**src/rtl/leb128_fetch.sv**
```systemverilog
// rtl/leb128_fetch.sv - LEB128 immediate fetch/decode stage between instruction memory and decode.
// Optional final-byte range checking is enabled by defining LEB128_STRICT_EN.
module leb128_fetch #(
  parameter int MEM_DEPTH = 6,
  parameter int MEM_EXTRA = 4
) (
  input  logic                          clk,
  input  logic                          reset,
  input  logic                          start,
  input  logic [MEM_DEPTH:0]            addr,
  input  logic                          is_signed,
  input  logic                          is_64,
  output logic                          busy,
  output logic                          done,
  output logic [63:0]                   value,
  output logic [3:0]                    length,
  output logic [1:0]                    error,
  output logic [MEM_DEPTH:0]            mem_addr,
  output logic [MEM_EXTRA-1:0]          mem_extra,
  input  logic [(2**MEM_EXTRA)*8-1:0]   mem_data,
  input  logic                          mem_error
);

  localparam int WB = (2**MEM_EXTRA) * 8;

  typedef enum logic [1:0] {S_IDLE, S_WAIT, S_DECODE, S_DONE} state_t;

  localparam logic [1:0] ERR_NONE     = 2'd0;
  localparam logic [1:0] ERR_MEM      = 2'd1;
  localparam logic [1:0] ERR_TOO_LONG = 2'd2;
  localparam logic [1:0] ERR_RANGE    = 2'd3;

  state_t               state_q, state_d;
  logic                 busy_q, busy_d;
  logic                 done_q, done_d;
  logic [63:0]          value_q, value_d;
  logic [3:0]           length_q, length_d;
  logic [1:0]           error_q, error_d;
  logic [MEM_DEPTH:0]   mem_addr_q, mem_addr_d;
  logic [MEM_EXTRA-1:0] mem_extra_q, mem_extra_d;
  logic                 signed_q, signed_d;
  logic                 is64_q, is64_d;
  logic [WB-1:0]        win_q, win_d;
  logic [63:0]          acc_q, acc_d;
  logic [3:0]           cnt_q, cnt_d;

  logic [7:0]  cur_byte;
  logic [6:0]  shamt, end_sh;
  logic [63:0] acc_new, fill, sext_val, fin_val;
  logic [3:0]  cnt_inc, max_bytes;
  logic        range_bad;

  always_comb begin
    cur_byte  = win_q[WB-1 -: 8];
    shamt     = 7'(cnt_q) * 7'd7;
    end_sh    = shamt + 7'd7;
    // The 10th byte lands at bit 63, so anything past bit 63 simply falls off.
    acc_new   = acc_q | ({57'd0, cur_byte[6:0]} << shamt);
    fill      = (end_sh < 7'd64) ? (~64'd0 << end_sh) : 64'd0;
    sext_val  = (signed_q && cur_byte[6]) ? (acc_new | fill) : acc_new;
    if (is64_q)
      fin_val = sext_val;
    else if (signed_q)
      fin_val = {{32{sext_val[31]}}, sext_val[31:0]};
    else
      fin_val = {32'd0, sext_val[31:0]};
    cnt_inc   = cnt_q + 4'd1;
    max_bytes = is64_q ? 4'd10 : 4'd5;
    range_bad = 1'b0;
`ifdef LEB128_STRICT_EN
    if (cnt_inc == max_bytes) begin
      if (is64_q)
        range_bad = signed_q ? (cur_byte[6:1] != {6{cur_byte[0]}}) : (cur_byte[6:1] != 6'd0);
      else
        range_bad = signed_q ? (cur_byte[6:4] != {3{cur_byte[3]}}) : (cur_byte[6:4] != 3'd0);
    end
`endif
  end

  always_comb begin
    state_d     = state_q;
    busy_d      = busy_q;
    done_d      = 1'b0;
    value_d     = value_q;
    length_d    = length_q;
    error_d     = error_q;
    mem_addr_d  = mem_addr_q;
    mem_extra_d = mem_extra_q;
    signed_d    = signed_q;
    is64_d      = is64_q;
    win_d       = win_q;
    acc_d       = acc_q;
    cnt_d       = cnt_q;
    case (state_q)
      S_IDLE: begin
        if (start) begin
          mem_addr_d  = addr;
          mem_extra_d = is_64 ? MEM_EXTRA'(9) : MEM_EXTRA'(4);
          signed_d    = is_signed;
          is64_d      = is_64;
          busy_d      = 1'b1;
          state_d     = S_WAIT;
        end
      end
      S_WAIT: begin
        if (mem_error) begin
          value_d  = 64'd0;
          length_d = 4'd0;
          error_d  = ERR_MEM;
          done_d   = 1'b1;
          busy_d   = 1'b0;
          state_d  = S_DONE;
        end else begin
          win_d   = mem_data;
          acc_d   = 64'd0;
          cnt_d   = 4'd0;
          state_d = S_DECODE;
        end
      end
      S_DECODE: begin
        acc_d = acc_new;
        cnt_d = cnt_inc;
        win_d = win_q << 8;
        if (!cur_byte[7]) begin
          length_d = cnt_inc;
          value_d  = range_bad ? 64'd0 : fin_val;
          error_d  = range_bad ? ERR_RANGE : ERR_NONE;
          done_d   = 1'b1;
          busy_d   = 1'b0;
          state_d  = S_DONE;
        end else if (cnt_inc == max_bytes) begin
          length_d = max_bytes;
          value_d  = 64'd0;
          error_d  = ERR_TOO_LONG;
          done_d   = 1'b1;
          busy_d   = 1'b0;
          state_d  = S_DONE;
        end
      end
      S_DONE: begin
        state_d = S_IDLE;
      end
      default: state_d = S_IDLE;
    endcase
  end

  always_ff @(posedge clk or posedge reset) begin
    if (reset) begin
      state_q     <= S_IDLE;
      busy_q      <= 1'b0;
      done_q      <= 1'b0;
      value_q     <= 64'd0;
      length_q    <= 4'd0;
      error_q     <= ERR_NONE;
      mem_addr_q  <= '0;
      mem_extra_q <= '0;
      signed_q    <= 1'b0;
      is64_q      <= 1'b0;
      win_q       <= '0;
      acc_q       <= 64'd0;
      cnt_q       <= 4'd0;
    end else begin
      state_q     <= state_d;
      busy_q      <= busy_d;
      done_q      <= done_d;
      value_q     <= value_d;
      length_q    <= length_d;
      error_q     <= error_d;
      mem_addr_q  <= mem_addr_d;
      mem_extra_q <= mem_extra_d;
      signed_q    <= signed_d;
      is64_q      <= is64_d;
      win_q       <= win_d;
      acc_q       <= acc_d;
      cnt_q       <= cnt_d;
    end
  end

  assign busy      = busy_q;
  assign done      = done_q;
  assign value     = value_q;
  assign length    = length_q;
  assign error     = error_q;
  assign mem_addr  = mem_addr_q;
  assign mem_extra = mem_extra_q;

endmodule

```
**config.mk**
```make
export PLATFORM = sky130hd
export DESIGN_NAME = leb128_fetch
export DESIGN_NICKNAME = d
export VERILOG_FILES = /design/src/rtl/leb128_fetch.sv
export SDC_FILE = /design/constraint.sdc
export NUM_CORES = 1
export LEC_CHECK = 0
export BUFFER_PORTS_ARGS = -buffer_cell sky130_fd_sc_hd__buf_4
export CAP_MARGIN = 5
export CORE_ASPECT_RATIO = 1.75
export CORE_MARGIN = 3
export CORE_UTILIZATION = 40
export CTS_CLUSTER_SIZE = 8
export DETAILED_ROUTE_END_ITERATION = 10
export PLACE_DENSITY = 0.59
export SLEW_MARGIN = 20
export SYNTH_ARGS = -nofsm -noshare
export SYNTH_HDL_FRONTEND = slang
export SYNTH_SLANG_ARGS = --single-unit
export TNS_END_PERCENT = 50
```
**constraint.sdc**
```tcl
create_clock -name clk -period 14.3 [get_ports clk]
set_input_delay 3.575 -clock clk [delete_from_list [all_inputs] [get_ports clk]]
set_output_delay 3.575 -clock clk [all_outputs]
set_load 0.05 [all_outputs]
```
==> metrics.md <==
| Metric | Value |
|---|---|
| Critical Path RT | 14.67 ns |
| Worst setup EP type | flop |
| Register area share after synthesis | 52.54% |
| Clock buffer count from CTS | 40 |
| Worst relative slew slack | 26.22% |
| Unrepaired setup endpoints after global routing | false |
| Crit-path max FO | 99 |
| Synth Area in XOR/XNOR | 0.5254% |
| Final worst clock skew | 0.01483 ns |
| Syn nets | 1502 |
| Final period demand of the worst path | 5.252 ns |
| Initial Utilization | 40.97% |
| Yosys cell types | 59 |
| Routability-driven placement congestion ratio | 0.8465 |
| Post-synth EDFFs | 0 |
| CTS tree | built |
| H-tree levels | 2 |
| Postcts setup bufs | 0 |
| Peak supply drop | 0.0001987 V |
| Crit path arrival time | 5.62 ns |
| Hold buffers post-CTS | 0 |
| Worst slew pin tran | 1.107 ns |
| CTS Root Cell | clkbuf_16 |
| Synthesis warning total | 0 |
| Drt via density | 5.663 |
| Area Growth Syn to Fin | 21.97% |
| Cell breakdown of the critical path | buf_4 > nand2_1 > o21ai_4 > buf_4 > buf_4 > o21ai_0 |
| Hold_ws | 0.4725 ns |
| Syn Inst Count | 1338 |
| Grt ovf | 0 |
| Clk sinks | 280 |
| # fillers | 3068 |
| Final setup TNS | 0 ns |
| Fraction of synthesized area in multiplexers | 9.927% |
| Post-CTS Resized | 0 |
| Post-synthesis compound-gate area fraction | 19.94% |
| MaxCap Viol Count | 0 |
| Total track usage | 22.56% |
| Core area | 0.03255 mm² |
| PD cells | 264.1 mW/mm² |
| Main synth FF type | dfrtp_1 |
| FF+latch area | 0.007007 mm² |
| Worst hold path type | reg -> reg |
| Average size of a mapped cell | 9.967 µm² |
| Via count | 10790 |
| PortBufs | 222 |
| First-pass GRT wire length | 62430 µm |
| Simple logic cell fraction of the synthesized area | 10.37% |
| Ranking of synthesized cells by area | dfrtp_1, mux2i_1, o21ai_0 |
| Largest net degree at the start of global routing | 133 |
| Ys async rst share | 100.0% |
| Path type of the worst setup path | in -> reg |
| Initial antenna violation count | 2 |
| Synthesized flop and latch total | 280 |
| Io pins | 224 |
| Worst path slowest cell | buf_4 |
| Total Wirelength | 40120 µm |
| Crit start category | input port |
| Vias in the first global route | 10930 |
| HPWL Detailed | 27440 µm |
| Row cnt | 87 |
| Status | finished, final reports clean |
| Die width | 144.0 µm |
| Mapped cell area | 0.01334 mm² |
| Worst slack at placement | 8.435 ns |
| DRC | 0 |
| Critical path's largest stage delay | 0.75 ns |
| Post-synth top area share | 52.54% |
| Skew-Pair Late Insertion Delay | 0.53 ns |
| Die Y-Extent | 247.5 µm |
| Final net count | 1669 |
| Initial detailed-routing violation count | 570 |
| Final Max Slew Viols | 0 |
| Cell taking the most area after synthesis | dfrtp_1 |
| Largest family of logic cells by synthesized area | compound AO/OA/AOI/OAI gates |
| Drt first pass iters | 5 |
| Multi-input logic area | 0.005817 mm² |
| Die footprint | 0.03565 mm² |
| Setup violators final | 0 |
| Final hold violation count | 0 |
| Cell mode on critical path | buf_4 |
| P_leak | 7.542 nW |
| Max Fclk | 0.1904 GHz |
| Post-Synth Adder-Cell Area | 2.327% |
| Clock-pin transition on the worst setup and hold timing paths | 0.05 ns |
| Post-DR wirelength/cell | 21.05 µm |
| Period utilisation layout | 36.73% |
| Setup ws final | 9.048 ns |
| Routed Antenna Nets | 0 |
| Clock Path Buffers | 3 |
| Layout cells sized above 1 | 20.94% |
-- through the flow --
stage / util (%) / total power, mW / instances / instance area (µm²)
2_1_floorplan: - / 2.741 / 1338 / 13340
3_3_place_gp: 46.75 / 3.432 / 1863 / 15210
3_5_place_dp: 46.75 / 3.478 / 1863 / 15220
4_1_cts: 49.91 / 4.318 / 1904 / 16240
5_1_grt: 49.98 / 4.575 / 1906 / 16270
6_report: 49.98 / 4.296 / 1906 / 16270
-- area by class of cell --
| type | count | share of cell area [%] |
|---|---|---|
| well taps | 400 | 3.077 |
| clock buffers | 41 | 6.308 |
| flip-flops and latches | 280 | 43.08 |
| multi-input cells | 920 | 35.76 |
| diodes | 2 | 0.03077 |
| repair buffers | 243 | 11.24 |
| inverters | 20 | 0.5077 |
-- per-layer routing --
layer,vias to the layer above,routed length (µm),global-route usage [%]
met4,0,2449,12.89
met1,5211,14420,25.25
met2,390,20770,38.81
li1,5077,-,-
met3,115,2476,5.360
met5,-,0,0
-- synthesized netlist by cell type, drive strengths merged (2+ instances only) --
master	n
o22ai	3
or3	2
a21boi	4
clkbuf	89
nor4b	3
o31ai	18
buf	29
nand2b	5
and3	6
inv	20
a211o	29
a21o	5
a311o	2
nor3	15
nor2b	4
nand3	8
nand4	3
a32oi	29
nand3b	2
xnor2	4
mux2i	121
fa	3
a21oi	91
dfrtp	280
o2bb2ai	2
mux2	10
a22o	24
o21ai	194
nand2	174
nor2	83
a31oi	28
nor4	4
and2	6
xor2	4
ha	20
-- kinds of logic (layout without fill, tap and decap cells) --
kind of cell,Yosys count,after routing
fa+ha+maj,23,23
compound gates,438,438
simple gates,319,319
buf+inv,138,304
flops,280,280
other cells,1,3
xor+xnor,8,8
mux,131,131
-- sequential cells by signal (all words and copies together) (netlist names) --
| register | cells |
|---|---|
| mem_extra | 2 |
| length | 4 |
| mem_addr | 7 |
| signed_q | 1 |
| state_q | 2 |
| value | 64 |
| acc_q | 64 |
| error | 2 |
| done | 1 |
| busy | 1 |
| win_q | 128 |
| cnt_q | 4 |
-- power by group --
group	internal [mW]	total, mW	switching, mW
Combinational	0.650	2.12	1.47
Clock	0.499	0.829	0.330
Sequential	1.10	1.35	0.253
-- layout by cell type, fill, tap and decap left out, types with 3 or more instances in the layout --
cell,Yosys,final
a211o_1,29,29
a21boi_0,3,3
a21o_1,5,5
a21oi_1,91,91
a22o_1,24,24
a31oi_1,28,28
a32oi_1,29,29
and2_0,3,3
and2_1,3,3
and3_1,6,6
buf_4,6,242
clkbuf_16,0,41
dfrtp_1,280,280
fa_1,3,3
ha_1,20,19
inv_1,19,17
mux2_2,10,10
mux2i_1,121,121
nand2_1,174,173
nand2b_1,5,5
nand3_1,8,8
nand4_1,3,3
nor2_1,83,82
nor2b_1,3,3
nor3_1,15,15
nor4_2,3,3
nor4b_2,2,3
o21ai_0,154,154
o21ai_1,40,37
o31ai_1,18,18
xnor2_1,4,3
xor2_1,4,3
-- critical path, delay by kind of cell --
family / cells / cell delay [ns]
AOI/OAI and AO/OA: 2 / 0.36
buffers and inverters: 3 / 1.40
and+or+nand+nor: 1 / 0.23
-- path summary, 6_finish.rpt --
| check | slack, ns | to | cells after the start | startpoint |
|---|---|---|---|---|
| worst max-delay path | 9.05 | win_q[24]$_DFFE_PP0P_ | 6 | mem_error |
| worst min-delay path | 0.47 | win_q[29]$_DFFE_PP0P_ | 2 | win_q[29]$_DFFE_PP0P_ |
| worst max register to register | 9.63 | value[46]$_DFFE_PP0P_ | 11 | cnt_q[0]$_DFFE_PP0P_ |
| worst min register to register | 0.47 | win_q[29]$_DFFE_PP0P_ | 2 | win_q[29]$_DFFE_PP0P_ |
| max in group asynchronous | 9.59 | win_q[122]$_DFFE_PP0P_ | 3 | reset |
| min in group asynchronous | 3.23 | win_q[6]$_DFFE_PP0P_ | 2 | reset |
Power figures use the tool's default switching activity.
